$ cat src/rtl/core_pkg.sv
// Shared decode constants for the RV32IM core: opcodes, ALU control codes,
// jump codes and bit positions inside the ID/EX control bundle.
package core_pkg;

  localparam logic [6:0] OPC_OP     = 7'b0110011;
  localparam logic [6:0] OPC_OP_IMM = 7'b0010011;
  localparam logic [6:0] OPC_LOAD   = 7'b0000011;
  localparam logic [6:0] OPC_STORE  = 7'b0100011;
  localparam logic [6:0] OPC_BRANCH = 7'b1100011;
  localparam logic [6:0] OPC_JAL    = 7'b1101111;
  localparam logic [6:0] OPC_JALR   = 7'b1100111;
  localparam logic [6:0] OPC_LUI    = 7'b0110111;
  localparam logic [6:0] OPC_AUIPC  = 7'b0010111;

  // The 4-bit code is full, so DIVU/REMU share the DIV/REM codes.
  typedef enum logic [3:0] {
    ALU_ADD    = 4'd0,
    ALU_SUB    = 4'd1,
    ALU_AND    = 4'd2,
    ALU_OR     = 4'd3,
    ALU_XOR    = 4'd4,
    ALU_SLL    = 4'd5,
    ALU_SRL    = 4'd6,
    ALU_SRA    = 4'd7,
    ALU_SLT    = 4'd8,
    ALU_SLTU   = 4'd9,
    ALU_MUL    = 4'd10,
    ALU_MULH   = 4'd11,
    ALU_MULHSU = 4'd12,
    ALU_MULHU  = 4'd13,
    ALU_DIV    = 4'd14,
    ALU_REM    = 4'd15
  } alu_op_e;

  localparam logic [1:0] JMP_NONE = 2'b00;
  localparam logic [1:0] JMP_JAL  = 2'b01;
  localparam logic [1:0] JMP_JALR = 2'b10;

  localparam int CTRL_BRANCH     = 8;
  localparam int CTRL_MEM_READ   = 7;
  localparam int CTRL_MEM_TO_REG = 6;
  localparam int CTRL_MEM_WRITE  = 5;
  localparam int CTRL_ALU_SRC    = 4;
  localparam int CTRL_REG_WRITE  = 3;
  localparam int CTRL_JUMP_MSB   = 2;
  localparam int CTRL_JUMP_LSB   = 1;
  localparam int CTRL_ILLEGAL    = 0;

  function automatic alu_op_e aluBase(input logic [2:0] f3);
    case (f3)
      3'b000:  return ALU_ADD;
      3'b001:  return ALU_SLL;
      3'b010:  return ALU_SLT;
      3'b011:  return ALU_SLTU;
      3'b100:  return ALU_XOR;
      3'b101:  return ALU_SRL;
      3'b110:  return ALU_OR;
      default: return ALU_AND;
    endcase
  endfunction

  function automatic alu_op_e aluMul(input logic [2:0] f3);
    case (f3)
      3'b000:  return ALU_MUL;
      3'b001:  return ALU_MULH;
      3'b010:  return ALU_MULHSU;
      3'b011:  return ALU_MULHU;
      3'b100:  return ALU_DIV;
      3'b101:  return ALU_DIV;
      default: return ALU_REM;
    endcase
  endfunction

endpackage

$ cat src/rtl/regfile.sv
// Architectural register file: two asynchronous reads, one synchronous write,
// x0 hard-wired to zero, optional same-cycle write-back forwarding.
module regfile
  import core_pkg::*;
#(
  parameter int XLEN      = 32,
  parameter int NUM_REGS  = 32,
  parameter int WB_BYPASS = 1,
  parameter int RA_W      = $clog2(NUM_REGS)
) (
  input  logic            clk,
  input  logic            rst_n,
  input  logic [RA_W-1:0] i_rs1_addr,
  input  logic [RA_W-1:0] i_rs2_addr,
  output logic [XLEN-1:0] o_rs1_data,
  output logic [XLEN-1:0] o_rs2_data,
  input  logic            i_we,
  input  logic [RA_W-1:0] i_wr_addr,
  input  logic [XLEN-1:0] i_wr_data
);

  logic [XLEN-1:0] r_regs [NUM_REGS];

  always_ff @(posedge clk or negedge rst_n) begin
    if (!rst_n) begin
      for (int i = 0; i < NUM_REGS; i++) r_regs[i] <= '0;
    end else if (i_we && (i_wr_addr != '0)) begin
      r_regs[i_wr_addr] <= i_wr_data;
    end
  end

  function automatic logic [XLEN-1:0] readPort(input logic [RA_W-1:0] addr);
    if (addr == '0) return '0;
    if ((WB_BYPASS != 0) && i_we && (i_wr_addr == addr)) return i_wr_data;
    return r_regs[addr];
  endfunction

  assign o_rs1_data = readPort(i_rs1_addr);
  assign o_rs2_data = readPort(i_rs2_addr);

endmodule

$ cat src/rtl/decode_stage.sv
// Registered ID stage: decodes one instruction per handshake, reads the register
// file and holds the result in the ID/EX register with load-use stall and flush.
module decode_stage
  import core_pkg::*;
#(
  parameter int XLEN      = 32,
  parameter int NUM_REGS  = 32,
  parameter int M_EXT     = 1,
  parameter int WB_BYPASS = 1,
  parameter int RA_W      = $clog2(NUM_REGS)
) (
  input  logic            clk,
  input  logic            rst_n,
  input  logic            i_in_valid,
  output logic            o_in_ready,
  input  logic [31:0]     i_in_instr,
  input  logic [XLEN-1:0] i_in_pc,
  input  logic            i_wb_we,
  input  logic [RA_W-1:0] i_wb_rd,
  input  logic [XLEN-1:0] i_wb_data,
  input  logic            i_ex_mem_read,
  input  logic [RA_W-1:0] i_ex_rd,
  input  logic            i_flush,
  output logic            o_out_valid,
  input  logic            i_out_ready,
  output logic [XLEN-1:0] o_out_pc,
  output logic [XLEN-1:0] o_out_rs1_data,
  output logic [XLEN-1:0] o_out_rs2_data,
  output logic [XLEN-1:0] o_out_imm,
  output logic [RA_W-1:0] o_out_rd,
  output logic [3:0]      o_out_alu_ctrl,
  output logic [8:0]      o_out_ctrl
);

  logic [6:0]      w_opcode;
  logic [2:0]      w_funct3;
  logic [6:0]      w_funct7;
  logic [RA_W-1:0] w_rs1_addr, w_rs2_addr;
  logic            w_rs1_used, w_rs2_used, w_legal, w_hazard, w_in_ready;
  logic [8:0]      w_dec_ctrl, w_ctrl;
  alu_op_e         w_dec_alu;
  logic [3:0]      w_alu;
  logic [31:0]     w_imm32;
  logic [RA_W-1:0] w_rd;
  logic [XLEN-1:0] w_rs1_data, w_rs2_data;

  assign w_opcode   = i_in_instr[6:0];
  assign w_funct3   = i_in_instr[14:12];
  assign w_funct7   = i_in_instr[31:25];
  assign w_rs1_addr = RA_W'(i_in_instr[19:15]);
  assign w_rs2_addr = RA_W'(i_in_instr[24:20]);

  always_comb begin
    w_dec_ctrl = '0;
    w_dec_alu  = ALU_ADD;
    w_imm32    = '0;
    w_rs1_used = 1'b0;
    w_rs2_used = 1'b0;
    w_legal    = 1'b1;
    case (w_opcode)
      OPC_OP: begin
        w_rs1_used = 1'b1;
        w_rs2_used = 1'b1;
        w_dec_ctrl[CTRL_REG_WRITE] = 1'b1;
        if (w_funct7 == 7'b0000000)                             w_dec_alu = aluBase(w_funct3);
        else if (w_funct7 == 7'b0100000 && w_funct3 == 3'b000) w_dec_alu = ALU_SUB;
        else if (w_funct7 == 7'b0100000 && w_funct3 == 3'b101) w_dec_alu = ALU_SRA;
        else if (w_funct7 == 7'b0000001 && M_EXT != 0)         w_dec_alu = aluMul(w_funct3);
        else                                                    w_legal   = 1'b0;
      end
      OPC_OP_IMM: begin
        w_rs1_used = 1'b1;
        w_dec_ctrl[CTRL_REG_WRITE] = 1'b1;
        w_dec_ctrl[CTRL_ALU_SRC]   = 1'b1;
        w_imm32 = {{20{i_in_instr[31]}}, i_in_instr[31:20]};
        if (w_funct3 == 3'b001) begin
          w_dec_alu = ALU_SLL;
          w_legal   = (w_funct7 == 7'b0000000);
        end else if (w_funct3 == 3'b101) begin
          if (w_funct7 == 7'b0000000)      w_dec_alu = ALU_SRL;
          else if (w_funct7 == 7'b0100000) w_dec_alu = ALU_SRA;
          else                             w_legal   = 1'b0;
        end else begin
          w_dec_alu = aluBase(w_funct3);
        end
      end
      OPC_LOAD: begin
        w_rs1_used = 1'b1;
        w_dec_ctrl[CTRL_MEM_READ]   = 1'b1;
        w_dec_ctrl[CTRL_MEM_TO_REG] = 1'b1;
        w_dec_ctrl[CTRL_ALU_SRC]    = 1'b1;
        w_dec_ctrl[CTRL_REG_WRITE]  = 1'b1;
        w_imm32 = {{20{i_in_instr[31]}}, i_in_instr[31:20]};
        w_legal = (w_funct3 != 3'b011) && (w_funct3 != 3'b110) && (w_funct3 != 3'b111);
      end
      OPC_STORE: begin
        w_rs1_used = 1'b1;
        w_rs2_used = 1'b1;
        w_dec_ctrl[CTRL_MEM_WRITE] = 1'b1;
        w_dec_ctrl[CTRL_ALU_SRC]   = 1'b1;
        w_imm32 = {{20{i_in_instr[31]}}, i_in_instr[31:25], i_in_instr[11:7]};
        w_legal = (w_funct3 < 3'd3);
      end
      OPC_BRANCH: begin
        w_rs1_used = 1'b1;
        w_rs2_used = 1'b1;
        w_dec_ctrl[CTRL_BRANCH] = 1'b1;
        w_imm32 = {{19{i_in_instr[31]}}, i_in_instr[31], i_in_instr[7],
                   i_in_instr[30:25], i_in_instr[11:8], 1'b0};
        case (w_funct3[2:1])
          2'b00:   w_dec_alu = ALU_SUB;
          2'b10:   w_dec_alu = ALU_SLT;
          2'b11:   w_dec_alu = ALU_SLTU;
          default: w_legal   = 1'b0;
        endcase
      end
      OPC_JAL: begin
        w_dec_ctrl[CTRL_REG_WRITE] = 1'b1;
        w_dec_ctrl[CTRL_JUMP_MSB:CTRL_JUMP_LSB] = JMP_JAL;
        w_imm32 = {{11{i_in_instr[31]}}, i_in_instr[31], i_in_instr[19:12],
                   i_in_instr[20], i_in_instr[30:21], 1'b0};
      end
      OPC_JALR: begin
        w_rs1_used = 1'b1;
        w_dec_ctrl[CTRL_REG_WRITE] = 1'b1;
        w_dec_ctrl[CTRL_ALU_SRC]   = 1'b1;
        w_dec_ctrl[CTRL_JUMP_MSB:CTRL_JUMP_LSB] = JMP_JALR;
        w_imm32 = {{20{i_in_instr[31]}}, i_in_instr[31:20]};
        w_legal = (w_funct3 == 3'b000);
      end
      OPC_LUI, OPC_AUIPC: begin
        w_dec_ctrl[CTRL_REG_WRITE] = 1'b1;
        w_dec_ctrl[CTRL_ALU_SRC]   = 1'b1;
        w_imm32 = {i_in_instr[31:12], 12'b0};
      end
      default: w_legal = 1'b0;
    endcase
  end

  // Illegal instructions still travel downstream, but with every side effect stripped.
  assign w_ctrl = w_legal ? w_dec_ctrl : (9'd1 << CTRL_ILLEGAL);
  assign w_alu  = w_legal ? w_dec_alu : ALU_ADD;
  assign w_rd   = w_ctrl[CTRL_REG_WRITE] ? RA_W'(i_in_instr[11:7]) : '0;

  regfile #(
    .XLEN      (XLEN),
    .NUM_REGS  (NUM_REGS),
    .WB_BYPASS (WB_BYPASS),
    .RA_W      (RA_W)
  ) u_regfile (
    .clk        (clk),
    .rst_n      (rst_n),
    .i_rs1_addr (w_rs1_used ? w_rs1_addr : '0),
    .i_rs2_addr (w_rs2_used ? w_rs2_addr : '0),
    .o_rs1_data (w_rs1_data),
    .o_rs2_data (w_rs2_data),
    .i_we       (i_wb_we),
    .i_wr_addr  (i_wb_rd),
    .i_wr_data  (i_wb_data)
  );

  assign w_hazard = i_ex_mem_read && (i_ex_rd != '0) &&
                    ((w_rs1_used && (i_ex_rd == w_rs1_addr)) ||
                     (w_rs2_used && (i_ex_rd == w_rs2_addr)));
  assign w_in_ready = rst_n && (!o_out_valid || i_out_ready) && !w_hazard && !i_flush;
  assign o_in_ready = w_in_ready;

  // Flush beats everything; otherwise the register loads, bubbles, or holds while EX stalls.
  always_ff @(posedge clk or negedge rst_n) begin
    if (!rst_n) begin
      o_out_valid    <= 1'b0;
      o_out_pc       <= '0;
      o_out_rs1_data <= '0;
      o_out_rs2_data <= '0;
      o_out_imm      <= '0;
      o_out_rd       <= '0;
      o_out_alu_ctrl <= '0;
      o_out_ctrl     <= '0;
    end else if (i_flush) begin
      o_out_valid <= 1'b0;
    end else if (!o_out_valid || i_out_ready) begin
      if (i_in_valid && w_in_ready) begin
        o_out_valid    <= 1'b1;
        o_out_pc       <= i_in_pc;
        o_out_rs1_data <= w_rs1_data;
        o_out_rs2_data <= w_rs2_data;
        o_out_imm      <= XLEN'($signed(w_imm32));
        o_out_rd       <= w_rd;
        o_out_alu_ctrl <= w_alu;
        o_out_ctrl     <= w_ctrl;
      end else begin
        o_out_valid <= 1'b0;
      end
    end
  end

endmodule

$ cat config.mk
export PLATFORM = sky130hd
export DESIGN_NAME = decode_stage
export DESIGN_NICKNAME = d
export VERILOG_FILES = /design/src/rtl/core_pkg.sv /design/src/rtl/regfile.sv /design/src/rtl/decode_stage.sv
export SDC_FILE = /design/constraint.sdc
export NUM_CORES = 2
export LEC_CHECK = 0
export BUFFER_PORTS_ARGS = -buffer_cell sky130_fd_sc_hd__buf_4
export CORE_MARGIN = 3
export CORE_UTILIZATION = 65
export DETAILED_ROUTE_END_ITERATION = 7
export HOLD_SLACK_MARGIN = 0.08
export MAX_ROUTING_LAYER = met4
export PLACE_DENSITY_LB_ADDON = 0.1
export SYNTH_ARGS = -nofsm -noshare
export SYNTH_HDL_FRONTEND = slang
export SYNTH_SLANG_ARGS = --single-unit
$ cat constraint.sdc
create_clock -name clk -period 4.4 [get_ports clk]
set_input_delay 0.66 -clock clk [delete_from_list [all_inputs] [get_ports clk]]
set_output_delay 0.66 -clock clk [all_outputs]
set_load 0.005 [all_outputs]
# Yosys cells after proc, flatten, opt, wreduce, memory -nomap -nowiden
# Cells that the tools add are included.
# Widths: inputs -> output; s select.
# totals
regBits,1171
inputBits,113
output_inout_bits,148
word_cells,177
# classes
n_bitwise,4
n_eq_ne,26
magnitude_cmp,5
muxes,63
reduce_logical,39
# op_table
operator,n
$bwmux 1024,1
$mux 32,13
$bmux 32 s5,2
$demux 32 s5,1
$pmux 32 s5,1
$eq 7x6->1 const B,4
$mux 4,7
$pmux 4 s7,1
$mux 1,24
$pmux 4 s3,2
$eq 7x7->1 const B,3
$eq 5x5->1,4
$pmux 4 s5,1
$ge 6x6->1 const B,3
$not 5->6,3
$logic_and 1x1->1,16
$mux 5,3
$pmux 3 s5,1
$eq 7x5->1 const B,2
$reduce_or 3->1,4
$reduce_or 6->1,2
$logic_not 5->1,2
$reduce_bool 5->1,2
$eq 3x3->1 const B,3
other kinds (24),32

# Depth between registers and ports, before layout
# depth
ltp_word,13
depth_mapped,12
mapped_depth_nobuf,9

# Cells and area by module
# From an unflattened synthesis, not the netlist that was laid out.
# unflattened
cells_unflattened,4425
hier_area_um2,62037.0
# modules_own_cells
mod,area_per_inst_um2,cells_each,seq_area_each_um2,instances
regfile,55425.7,3885,25624.6,1
decode_stage,6611.3,540,3653.5,1

# Least setup slack after synthesis
# OpenSTA, ideal clock, no wires.
# synth_path
path_type,input -> register
startpoint,in i_in_instr[2]
endpoint,reg o_out_rs2_data[12]
n_path_buf,5
arrival_ns,2.549
required_time_ns,4.268
path_stages,11
slack_ns,1.719
setup_ns,0.132
cell_sequence,buf_2 nor4bb_1 buf_2 buf_2 nand3_1 clkbuf_1 clkbuf_1 a221oi_1 o21ai_0 a31oi_1 o21ai_1
# synth_via
elab_chain_cells,11
word_cells_on_any_way,33
cone_classes,eq/ne: 7; mux: 12; bitwise: 1; reduce/logical: 13
# synth_rtl
element,line_no,rtl
from (decl),decode_stage.sv:16,"input logic [31:0] i_in_instr,"
"parallel branches: the longest is 11 deep, another holds $bmux 32 s5",-,
to (signal assigned),decode_stage.sv:186,o_out_rs2_data <= w_rs2_data;
to (decl),decode_stage.sv:28,"output logic [XLEN-1:0] o_out_rs2_data,"
# Parallel ways; which one is timed is not known. The select of a mux whose other input is x is not followed.
# A chain may end at the register's enable or synchronous reset.

# Worst setup path after layout
# layout_path
startpoint,in rst_n
endpoint,out o_in_ready
# layout_via
elab_chain_cells,3
# layout_rtl
element,line_no,rtl
from (decl),decode_stage.sv:13,"input logic rst_n,"
$logic_and 1x1->1 (3 in a row),decode_stage.sv:165,assign w_in_ready = rst_n && (!o_out_valid || i_out_ready) && !w_hazard && !i_flush;
to (decl),decode_stage.sv:15,"output logic o_in_ready,"
# No other way between the ends.

==> impl_metrics.ini <==
[route]
postRouteAntennaNets = 0
drtPass1Iterations = 8
wl_per_cell_um = 36.6
first_iter_violations = 9504
drc = 2
totalWireLength_mm = 251
via_per_inst = 7.84
vias = 53704

[cells_and_area]
ff_latch_area_um2 = 29300
final_area_um2 = 70100
layout-drive-gt1-share_pct = 34.6
fillCellCount = 6406
final_nets = 5597
instances_no_fill = 6850
synthToLayoutAreaGrowth_pct = 13.2
multi_input_area_um2 = 30500

[timing]
timing.final.crit_share_pct = 79.5
finalHoldViolCount = 0
final-setup-viol-count = 0
tns_ns = 0
worst_pin_slew_ns = 1.36
fmax_mhz = 286
finalCriticalPeriod_ns = 3.50
slew_headroom_pct = 9.41
slew_viol_final = 0
rsz0062_at_grt = false
hold-worst-slack_ns = 0.140
fin_skew_ns = 0.0179

[floorplanning]
start_util_pct = 66.0
core_area_um2 = 93900
die_y_um = 315
io_pins = 261
rows = 112
fp.dieArea_um2 = 99100
die_width_um = 315

[critical_path]
crit_buf_inv = 3
regToRegSetupSlack_ns = 1.66
worst-path-stages = 5
worstRegToRegCells = 8
crit_slowest_cell = a21boi_0
crit_family = buffers and inverters
crit_path_end = o_in_ready
crit_fanout = 67
worstPathArrival_ns = 2.84
start_kind = input port
r2r_end = o_out_rs2_data[20]
required_ns = 3.74
worstSetupPathType = input port to output port
worstPathCellList = dlygate4sd3_1, buf_12, and3b_1, a21boi_0, buf_4
reg2reg_from = o_out_valid
crit_path_max_incr_delay_ns = 0.63
crit_path_end_kind = output port
worstSetupStartpoint = rst_n

[logic_synthesis]
syn_area_um2 = 62000
yosysWarnings = 0
synth-seq-cells = 1170
syn_area_per_cell_um2 = 11.3
synth-edff-count = 0
async_reset_ff_share_pct = 100
yosysSeqAreaShare_pct = 47.3
syn-instance-count = 5472
synth-main-ff-cell = dfrtp_1
yosysUniqueCellTypes = 84
synth_fp_nets = 5591

[clocking]
cts_root_buf = clkbuf_16
clkTransAtPathRegs_ns = 0.06
cts_tree = yes
cts_resized = 0
holdBufCountCts = 2
cts_buffers = 130
clk_path_buf_depth = 3
h-tree-depth = 4
cts_sinks = 1170
worstSkewPairLatency_ns = 0.75
post_cts_buffers = 0

[min_path]
hold_path_class = input port to flop

[placement]
portBuffers = 260
dp_cells = 6598
gp_congestion = 0.973
detailed_place_hpwl_mm = 143
placed_area_um2 = 65700

[global_routing]
antenna_found_initial = 16
grt_max_degree = 165
grt.total_usage_pct = 51.3
grt_first_pass_wirelength_mm = 359
grt_pass1_vias = 51452
grt_remaining_overflow = 0

[outcome]
status = complete, but fails checks
violations = DRC

[power]
vdd_drop_max_mv = 0.390
fin_total_pwr_mw = 30.1
power.density_nw_per_um2 = 430
leakagePower_nw = 30.3

[run]
drv_cap = 0
worst min-delay path by stage:
stage | slack, ns | start | endpoint | cells after the start
6_report | 0.14 | i_in_pc[7] | o_out_pc[7] | 2
5_1_grt | 0.14 | i_in_pc[7] | o_out_pc[7] | 2
4_1_cts | 0.12 | i_in_pc[7] | o_out_pc[7] | 2
3_5_place_dp | 0.39 | u_regfile.r_regs[1017] | u_regfile.r_regs[1017] | 0
3_3_place_gp | 0.38 | u_regfile.r_regs[992] | u_regfile.r_regs[992] | 0
2_1_floorplan | 0.36 | rst_n | o_out_alu_ctrl[0] | 0
routing by layer:
layer  GRT usage, %  part of all wire, %  wire [um]  vias up
li1               -                    -          -    20682
met3           21.3                   16      41300     1435
met2           68.2                   41     102000     4995
met4           32.9                  8.1      20200        0
met1           64.2                   35      87600    26592
met5              -                    0          0        -
through the flow:
stage / utilization [%] / setup slack, ns
6_report: 74.7 / 0.902
2_1_floorplan: - / 1.72
3_5_place_dp: 69.9 / 0.633
3_3_place_gp: 69.9 / 0.705
4_1_cts: 74.6 / 1.04
5_1_grt: 74.7 / 0.975
cells in the mapped netlist, drive strengths merged, types with 58 or more instances:
library cell	instances	area share [%]
mux2i	319	5.2
a22oi	73	0.88
a21oi	267	2.2
dfrtp	1170	47
nor2	123	0.75
nor3	58	0.53
clkbuf	351	2.1
a221oi	210	3.0
o221ai	63	0.89
o21ai	323	2.6
buf	256	2.0
nand2	356	2.2
mux2	1146	21
a211oi	67	0.81
o22ai	58	0.59
cell type report:
type / count / area share, %
clock buffer: 197 / 5.70
inverter: 21 / 0.112
antenna: 22 / 0.0785
timing repair buffer: 481 / 6.02
sequential: 1170 / 41.7
tap: 1254 / 2.24
multi-input combinational: 3674 / 43.5
clock inverter: 31 / 0.578
cell families after synthesis:
kind of cell	share of synthesized area (%)
xor gates and xnor gates	0.198
adders and majority gates	0.121
buffers and inverters	4.24
and+or+nand+nor	5.54
muxes	26.6
AOI/OAI and AO/OA	16.1
DFF	47.3
state kept, by name, indices dropped and copies added (netlist names):
register	cells
o_out_imm	32
o_out_valid	1
o_out_rd	5
o_out_ctrl	8
o_out_alu_ctrl	4
u_regfile.r_regs	1024
o_out_pc	32
o_out_rs2_data	32
o_out_rs1_data	32
cells in the final DEF (no fill, tap or decap), types with 12 or more instances in the layout:
cell,count
a22o_1,24
nand3_1,48
a2bb2oi_1,12
o31ai_1,13
mux2i_1,319
a21oi_1,267
a31oi_1,41
a211o_1,36
nand2b_1,14
clkbuf_16,138
a21o_1,12
a211oi_1,67
nor2_1,105
a221oi_1,210
mux2_2,1146
buf_12,47
o21ai_1,17
o2bb2ai_1,15
clkbuf_1,27
o2111ai_1,16
o22ai_1,58
a221o_1,50
nand2_1,344
nor2_4,13
a32oi_1,25
inv_1,21
o211ai_1,43
buf_4,429
nor3_1,48
o21ai_0,306
nand4_1,22
nor2b_1,26
clkbuf_8,33
dfrtp_1,1170
xnor2_1,12
diode_2,22
clkinv_2,17
o221ai_1,63
mux4_2,16
a22oi_1,73
report_power, final:
group / internal [mW] / switching [mW] / leakage (nW)
combinational: 2.49 / 2.13 / 13.1
sequential: 12.6 / 1.54 / 15.1
clock: 6.77 / 4.57 / 2.18
Note: power is estimated with default switching activity, not from simulation.
